File: src/rtl/urv_dm_arbiter.sv
// Two-master (CPU / debug) round-robin arbiter and sequencer for the uRV data-memory port.
// Optional watchdog abort of hung memory cycles is enabled by defining URV_DM_ARB_TIMEOUT_EN.
module urv_dm_arbiter #(
  parameter int unsigned g_timeout_cycles = 1023
) (
  input  logic        clk_i,
  input  logic        rst_i,

  input  logic [31:0] cpu_addr_i,
  input  logic [31:0] cpu_data_s_i,
  input  logic [3:0]  cpu_data_select_i,
  input  logic        cpu_load_i,
  input  logic        cpu_store_i,
  output logic [31:0] cpu_data_l_o,
  output logic        cpu_ready_o,

  input  logic [31:0] dbg_addr_i,
  input  logic [31:0] dbg_data_s_i,
  input  logic [3:0]  dbg_data_select_i,
  input  logic        dbg_load_i,
  input  logic        dbg_store_i,
  output logic [31:0] dbg_data_l_o,
  output logic        dbg_ready_o,

  output logic [31:0] mem_addr_o,
  output logic [31:0] mem_data_s_o,
  output logic [3:0]  mem_data_select_o,
  output logic        mem_load_o,
  output logic        mem_store_o,
  input  logic [31:0] mem_data_l_i,
  input  logic        mem_ready_i,

  output logic [1:0]  grant_o,
  output logic        timeout_o
);

  typedef enum logic [1:0] {
    ST_IDLE,
    ST_BUSY,
    ST_DONE
  } state_t;

  localparam logic [15:0] TLIM = 16'(g_timeout_cycles);

  state_t      state_q, state_d;
  logic [1:0]  grant_q, grant_d;
  logic        last_dbg_q, last_dbg_d;
  logic [31:0] addr_q, addr_d;
  logic [31:0] wdata_q, wdata_d;
  logic [3:0]  sel_q, sel_d;
  logic        store_q, store_d;
  logic [31:0] cpu_rdata_q, cpu_rdata_d;
  logic [31:0] dbg_rdata_q, dbg_rdata_d;

  logic        cpu_req, dbg_req, pick_dbg;
  logic        wd_expired;
  logic [31:0] result;

  assign cpu_req  = cpu_load_i | cpu_store_i;
  assign dbg_req  = dbg_load_i | dbg_store_i;
  // On a tie the master that did not own the previous transaction wins.
  assign pick_dbg = dbg_req & (~cpu_req | ~last_dbg_q);
  assign result   = mem_ready_i ? mem_data_l_i : 32'hDEADBEEF;

  always_ff @(posedge clk_i) begin
    if (rst_i) begin
      state_q     <= ST_IDLE;
      grant_q     <= '0;
      last_dbg_q  <= 1'b1;
      addr_q      <= '0;
      wdata_q     <= '0;
      sel_q       <= '0;
      store_q     <= 1'b0;
      cpu_rdata_q <= '0;
      dbg_rdata_q <= '0;
    end else begin
      state_q     <= state_d;
      grant_q     <= grant_d;
      last_dbg_q  <= last_dbg_d;
      addr_q      <= addr_d;
      wdata_q     <= wdata_d;
      sel_q       <= sel_d;
      store_q     <= store_d;
      cpu_rdata_q <= cpu_rdata_d;
      dbg_rdata_q <= dbg_rdata_d;
    end
  end

  always_comb begin
    state_d     = state_q;
    grant_d     = grant_q;
    last_dbg_d  = last_dbg_q;
    addr_d      = addr_q;
    wdata_d     = wdata_q;
    sel_d       = sel_q;
    store_d     = store_q;
    cpu_rdata_d = cpu_rdata_q;
    dbg_rdata_d = dbg_rdata_q;
    unique case (state_q)
      ST_IDLE: begin
        if (cpu_req || dbg_req) begin
          if (pick_dbg) begin
            addr_d  = dbg_addr_i;
            wdata_d = dbg_data_s_i;
            sel_d   = dbg_data_select_i;
            store_d = dbg_store_i;
            grant_d = 2'b10;
          end else begin
            addr_d  = cpu_addr_i;
            wdata_d = cpu_data_s_i;
            sel_d   = cpu_data_select_i;
            store_d = cpu_store_i;
            grant_d = 2'b01;
          end
          state_d = ST_BUSY;
        end
      end
      ST_BUSY: begin
        if (mem_ready_i || wd_expired) begin
          if (grant_q[1]) dbg_rdata_d = result;
          else            cpu_rdata_d = result;
          state_d = ST_DONE;
        end
      end
      ST_DONE: begin
        last_dbg_d = grant_q[1];
        grant_d    = '0;
        state_d    = ST_IDLE;
      end
      default: state_d = ST_IDLE;
    endcase
  end

`ifdef URV_DM_ARB_TIMEOUT_EN
  logic [15:0] wd_cnt_q, wd_cnt_d;
  logic        timeout_q, timeout_d;

  // Counter is held at zero outside BUSY, so it starts from zero on every BUSY entry.
  assign wd_expired = (state_q == ST_BUSY) && (wd_cnt_q == TLIM);

  always_comb begin
    wd_cnt_d  = wd_cnt_q;
    timeout_d = 1'b0;
    if (state_q != ST_BUSY) begin
      wd_cnt_d = '0;
    end else if (!mem_ready_i) begin
      wd_cnt_d  = wd_cnt_q + 16'd1;
      timeout_d = wd_expired;
    end
  end

  always_ff @(posedge clk_i) begin
    if (rst_i) begin
      wd_cnt_q  <= '0;
      timeout_q <= 1'b0;
    end else begin
      wd_cnt_q  <= wd_cnt_d;
      timeout_q <= timeout_d;
    end
  end

  assign timeout_o = timeout_q;
`else
  logic unused_timeout_cfg;
  assign unused_timeout_cfg = ^TLIM;
  assign wd_expired         = 1'b0;
  assign timeout_o          = 1'b0;
`endif

  assign mem_addr_o        = addr_q;
  assign mem_data_s_o      = wdata_q;
  assign mem_data_select_o = sel_q;
  assign mem_load_o        = (state_q == ST_BUSY) & ~store_q;
  assign mem_store_o       = (state_q == ST_BUSY) &  store_q;

  assign grant_o      = grant_q;
  assign cpu_data_l_o = cpu_rdata_q;
  assign dbg_data_l_o = dbg_rdata_q;
  assign cpu_ready_o  = (state_q == ST_DONE) & grant_q[0];
  assign dbg_ready_o  = (state_q == ST_DONE) & grant_q[1];

endmodule

File: config.mk
export PLATFORM = sky130hd
export DESIGN_NAME = urv_dm_arbiter
export DESIGN_NICKNAME = d
export VERILOG_FILES = /design/src/rtl/urv_dm_arbiter.sv
export SDC_FILE = /design/constraint.sdc
export NUM_CORES = 1
export LEC_CHECK = 0
export ABC_AREA = 1
export BUFFER_PORTS_ARGS = -buffer_cell sky130_fd_sc_hd__buf_2
export CAP_MARGIN = 20
export CORE_AREA = 5 5 138 127
export CTS_CLUSTER_DIAMETER = 40
export CTS_CLUSTER_SIZE = 20
export DETAILED_ROUTE_END_ITERATION = 7
export DIE_AREA = 0 0 143 132
export PLACE_DENSITY_LB_ADDON = 0.3
export SLEW_MARGIN = 20
export SYNTH_ARGS = -nofsm -noshare
export SYNTH_HDL_FRONTEND = slang
export SYNTH_SLANG_ARGS = --single-unit
File: constraint.sdc
create_clock -name clk_i -period 3.5 [get_ports clk_i]
set_clock_uncertainty 0.05 [all_clocks]
set_input_delay 0.7 -clock clk_i [delete_from_list [all_inputs] [get_ports clk_i]]
set_output_delay 0.7 -clock clk_i [all_outputs]
set_load 0.05 [all_outputs]
==> metrics.txt <==
# TYPE chip_impl_metric gauge
chip_impl_metric{name="p_per_area",unit="nW/µm²"} 585
chip_impl_metric{name="part_of_the_yosys_area_used_for_sequential_elements",unit=""} 0.453
chip_impl_metric{name="synth_top_cell_area_share",unit=""} 0.453
chip_impl_info{name="synth_top_flop_cell",value="dfxtp_1"} 1
chip_impl_info{name="top_count_cell_post_synth",value="nand2_1"} 1
chip_impl_metric{name="wl_final",unit="mm"} 19.7
chip_impl_metric{name="r2r_setup_slack",unit="ns"} 1.57
chip_impl_metric{name="floorplan.die.height",unit="µm"} 132
chip_impl_metric{name="worst_pin_slew",unit="ns"} 0.798
chip_impl_metric{name="gr-usage-all-layers",unit=""} 0.205
chip_impl_metric{name="yosys_register_bits",unit=""} 138
chip_impl_metric{name="detailroute.via_count",unit=""} 6548
chip_impl_metric{name="netlist_instances",unit=""} 915
chip_impl_metric{name="flow.area_growth_from_synthesis",unit="%"} 36.0
chip_impl_metric{name="drc_errors",unit=""} 0
chip_impl_metric{name="layout.filler_cells",unit=""} 1637
chip_impl_metric{name="ys_warn_count",unit=""} 0
chip_impl_metric{name="synthesis.nets",unit=""} 1090
chip_impl_metric{name="ctsLongestPathBuffers",unit=""} 2
chip_impl_info{name="synth.top_cells.by_area",value="dfxtp_1 45%, nand3_1 11%, nand2_1 9.1%"} 1
chip_impl_metric{name="post_cts_setup_bufs",unit=""} 0
chip_impl_metric{name="post_cts_resized",unit=""} 0
chip_impl_metric{name="detailedRoute.firstPassIterationCount",unit=""} 4
chip_impl_info{name="yosys-top-cells-count",value="147 x nand2_1, 143 x inv_1, 140 x nand3_1, 140 x nor2_1, 138 x dfxtp_1"} 1
chip_impl_metric{name="synthDistinctLibCells",unit=""} 16
chip_impl_metric{name="critical_path_required",unit="ns"} 2.75
chip_impl_metric{name="ir_drop",unit="µV"} 410
chip_impl_metric{name="boundaryPins",unit=""} 314
chip_impl_metric{name="clock-sinks",unit=""} 138
chip_impl_metric{name="postRouteAntennaNets",unit=""} 0
chip_impl_metric{name="core.rowCount",unit=""} 44
chip_impl_metric{name="layout_worst_path_cycle_share",unit=""} 0.633
chip_impl_metric{name="initial_antenna_violation_count",unit=""} 0
chip_impl_metric{name="die_area",unit="µm²"} 18900
chip_impl_info{name="yosysTopAreaCell",value="dfxtp_1"} 1
chip_impl_metric{name="period_needed",unit="ns"} 2.21
chip_impl_info{name="tritoncts_clock_tree",value="built"} 1
chip_impl_metric{name="timing.critical_path.arrival",unit="ns"} 1.46
chip_impl_metric{name="dpl_cell_area",unit="µm²"} 7710
chip_impl_info{name="crit_slowest_cell",value="dfxtp_1"} 1
chip_impl_metric{name="grt_pass1_wl",unit="mm"} 31.1
chip_impl_metric{name="ctsHoldBuffers",unit=""} 0
chip_impl_metric{name="clk_pin_slew_worst_setup_hold_paths",unit="ns"} 0.06
chip_impl_metric{name="maxCapViolCount",unit=""} 0
chip_impl_metric{name="hpwlAfterDp",unit="mm"} 14.2
chip_impl_metric{name="finalNetCount",unit=""} 1369
chip_impl_metric{name="synth.cell_area",unit="µm²"} 6100
chip_impl_info{name="timing.critical_path.from_type",value="flop"} 1
chip_impl_metric{name="hold_violations",unit=""} 0
chip_impl_metric{name="grt_max_degree",unit=""} 74
chip_impl_metric{name="routabilityCongestion",unit=""} 0.833
chip_impl_metric{name="cts_made_buffers",unit=""} 17
chip_impl_metric{name="first_iter_violations",unit=""} 277
chip_impl_metric{name="synth_enable_flop_cells",unit=""} 0
chip_impl_metric{name="drt_wl_cell",unit="µm"} 14.0
chip_impl_info{name="timing.hold.worst.class",value="reg -> reg"} 1
chip_impl_metric{name="slew_viol_final",unit=""} 0
chip_impl_metric{name="start_util",unit=""} 0.383
chip_impl_metric{name="core-area",unit="µm²"} 15900
chip_impl_info{name="clock_tree.root_cell",value="clkbuf_16"} 1
chip_impl_metric{name="syn_avg_cell_area",unit="µm²"} 6.66
chip_impl_metric{name="synthArstFlopShare",unit=""} 0
chip_impl_metric{name="routed_via_density",unit=""} 4.63
chip_impl_metric{name="clock.fmax",unit="MHz"} 452
chip_impl_metric{name="maxSlewHeadroom",unit=""} 0.468
chip_impl_metric{name="worstSkewPairLatency",unit="ns"} 0.41
chip_impl_info{name="status",value="finished, final reports clean"} 1
chip_impl_info{name="rsz_0062_raised_after_global_routing",value="no"} 1
chip_impl_metric{name="insertedDiodeCount",unit=""} 0
chip_impl_metric{name="number_of_global_route_vias_before_repair",unit=""} 6025
chip_impl_info{name="crit_path_cell_trace",value="nand2_1 > nor2_1 > buf_2"} 1
chip_impl_info{name="category_of_the_worst_setup_path_capture_point",value="output pin"} 1
chip_impl_metric{name="crit_path_max_incr_delay",unit="ns"} 0.37
chip_impl_metric{name="numPortBuffers",unit=""} 312
chip_impl_metric{name="leakage",unit="nW"} 4.63
chip_impl_metric{name="dieWidth",unit="µm"} 143
chip_impl_metric{name="finish.instance_area",unit="µm²"} 8290
chip_impl_metric{name="finalSetupViolations",unit=""} 0
chip_impl_metric{name="overflow",unit=""} 0
chip_impl_metric{name="crit_path_max_fanout",unit=""} 6
chip_impl_metric{name="final_total_negative_setup_slack",unit="ns"} 0
chip_impl_info{name="timing_worst_setup_path_type",value="reg -> out"} 1
chip_impl_metric{name="cts-htree-levels",unit=""} 4
chip_impl_metric{name="drive_above_1_share",unit=""} 0.299
chip_impl_metric{name="finalPower",unit="mW"} 4.85
==> worst paths after layout <==
kind	cells after the start	end	from
worst min register to register	2	cpu_data_l_o[19]	cpu_data_l_o[19]
worst max-delay path	3	dbg_ready_o	state_q[1]
worst min-delay path	2	cpu_data_l_o[19]	cpu_data_l_o[19]
worst max register to register	7	mem_addr_o[5]	state_q[1]
==> layer usage <==
layer,GRT usage,vias up,share of wire
met4,0.0591,0,0.018
met5,0,-,0
met2,0.339,234,0.47
met3,0.0787,23,0.097
met1,0.247,2894,0.41
li1,-,3397,-
==> power breakdown <==
group	internal, mW	switching [mW]	total, mW
Sequential	1.72	0.0692	1.79
Clock	1.05	0.701	1.75
Combinational	0.339	0.969	1.31
==> worst max-delay path, delay by kind of cell (launching register included) <==
family,cells,cell delay [ns]
and+or+nand+nor,2,0.38
DFF,1,0.37
buffers and inverters,1,0.31
==> per-stage QoR <==
| step | hold slack [ns] | instances | utilization | worst slack, ns |
|---|---|---|---|---|
| final | 0.423 | 1413 | 0.521 | 1.29 |
| after global routing | 0.449 | 1413 | 0.521 | 1.21 |
| after CTS | 0.432 | 1413 | 0.521 | 1.27 |
| after detailed placement | 0.418 | 1382 | 0.485 | 1.24 |
| after global placement | 0.408 | 1382 | 0.485 | 1.26 |
| after floorplan | 0.413 | 915 | - | 1.28 |
==> logic make-up (layout without fill, tap and decap cells) <==
kind of cell / Yosys count / after routing / share of synthesized area
AOI/OAI and AO/OA: 137 / 137 / 0.113
buffers and inverters: 210 / 501 / 0.139
DFF: 138 / 138 / 0.453
other: 1 / 1 / 0.000615
and+or+nand+nor: 429 / 429 / 0.294
==> final cells by class <==
cell class                      count  area [µm²]  share of cell area
Sequential cell                   138        2760               0.333
Clock buffer                       18         429              0.0518
Multi-Input combinational cell    567        2490               0.301
Timing Repair Buffer              323        1640               0.198
Clock inverter                     13         148              0.0178
Inverter                          147         552              0.0666
Tap cell                          207         259              0.0312
==> state kept, by name (all words and copies together) (netlist names) <==
signal	cells
cpu_data_l_o	32
dbg_data_l_o	32
mem_addr_o	32
mem_data_s_o	32
mem_data_select_o	4
grant_o	2
state_q	2
last_dbg_q	1
store_q	1
==> layout by cell type (no fill, tap or decap), drive strengths merged <==
cell      synthesis  routed
buf              39     323
nand2           148     148
clkbuf           24      18
inv             147     149
nand3           140     140
bufinv            0       2
conb              1       1
nor2            141     141
clkinvlp          0       3
a21oi            71      71
o21ai            66      66
clkinv            0       6
dfxtp           138     138
(Power assumes the default switching activity.)
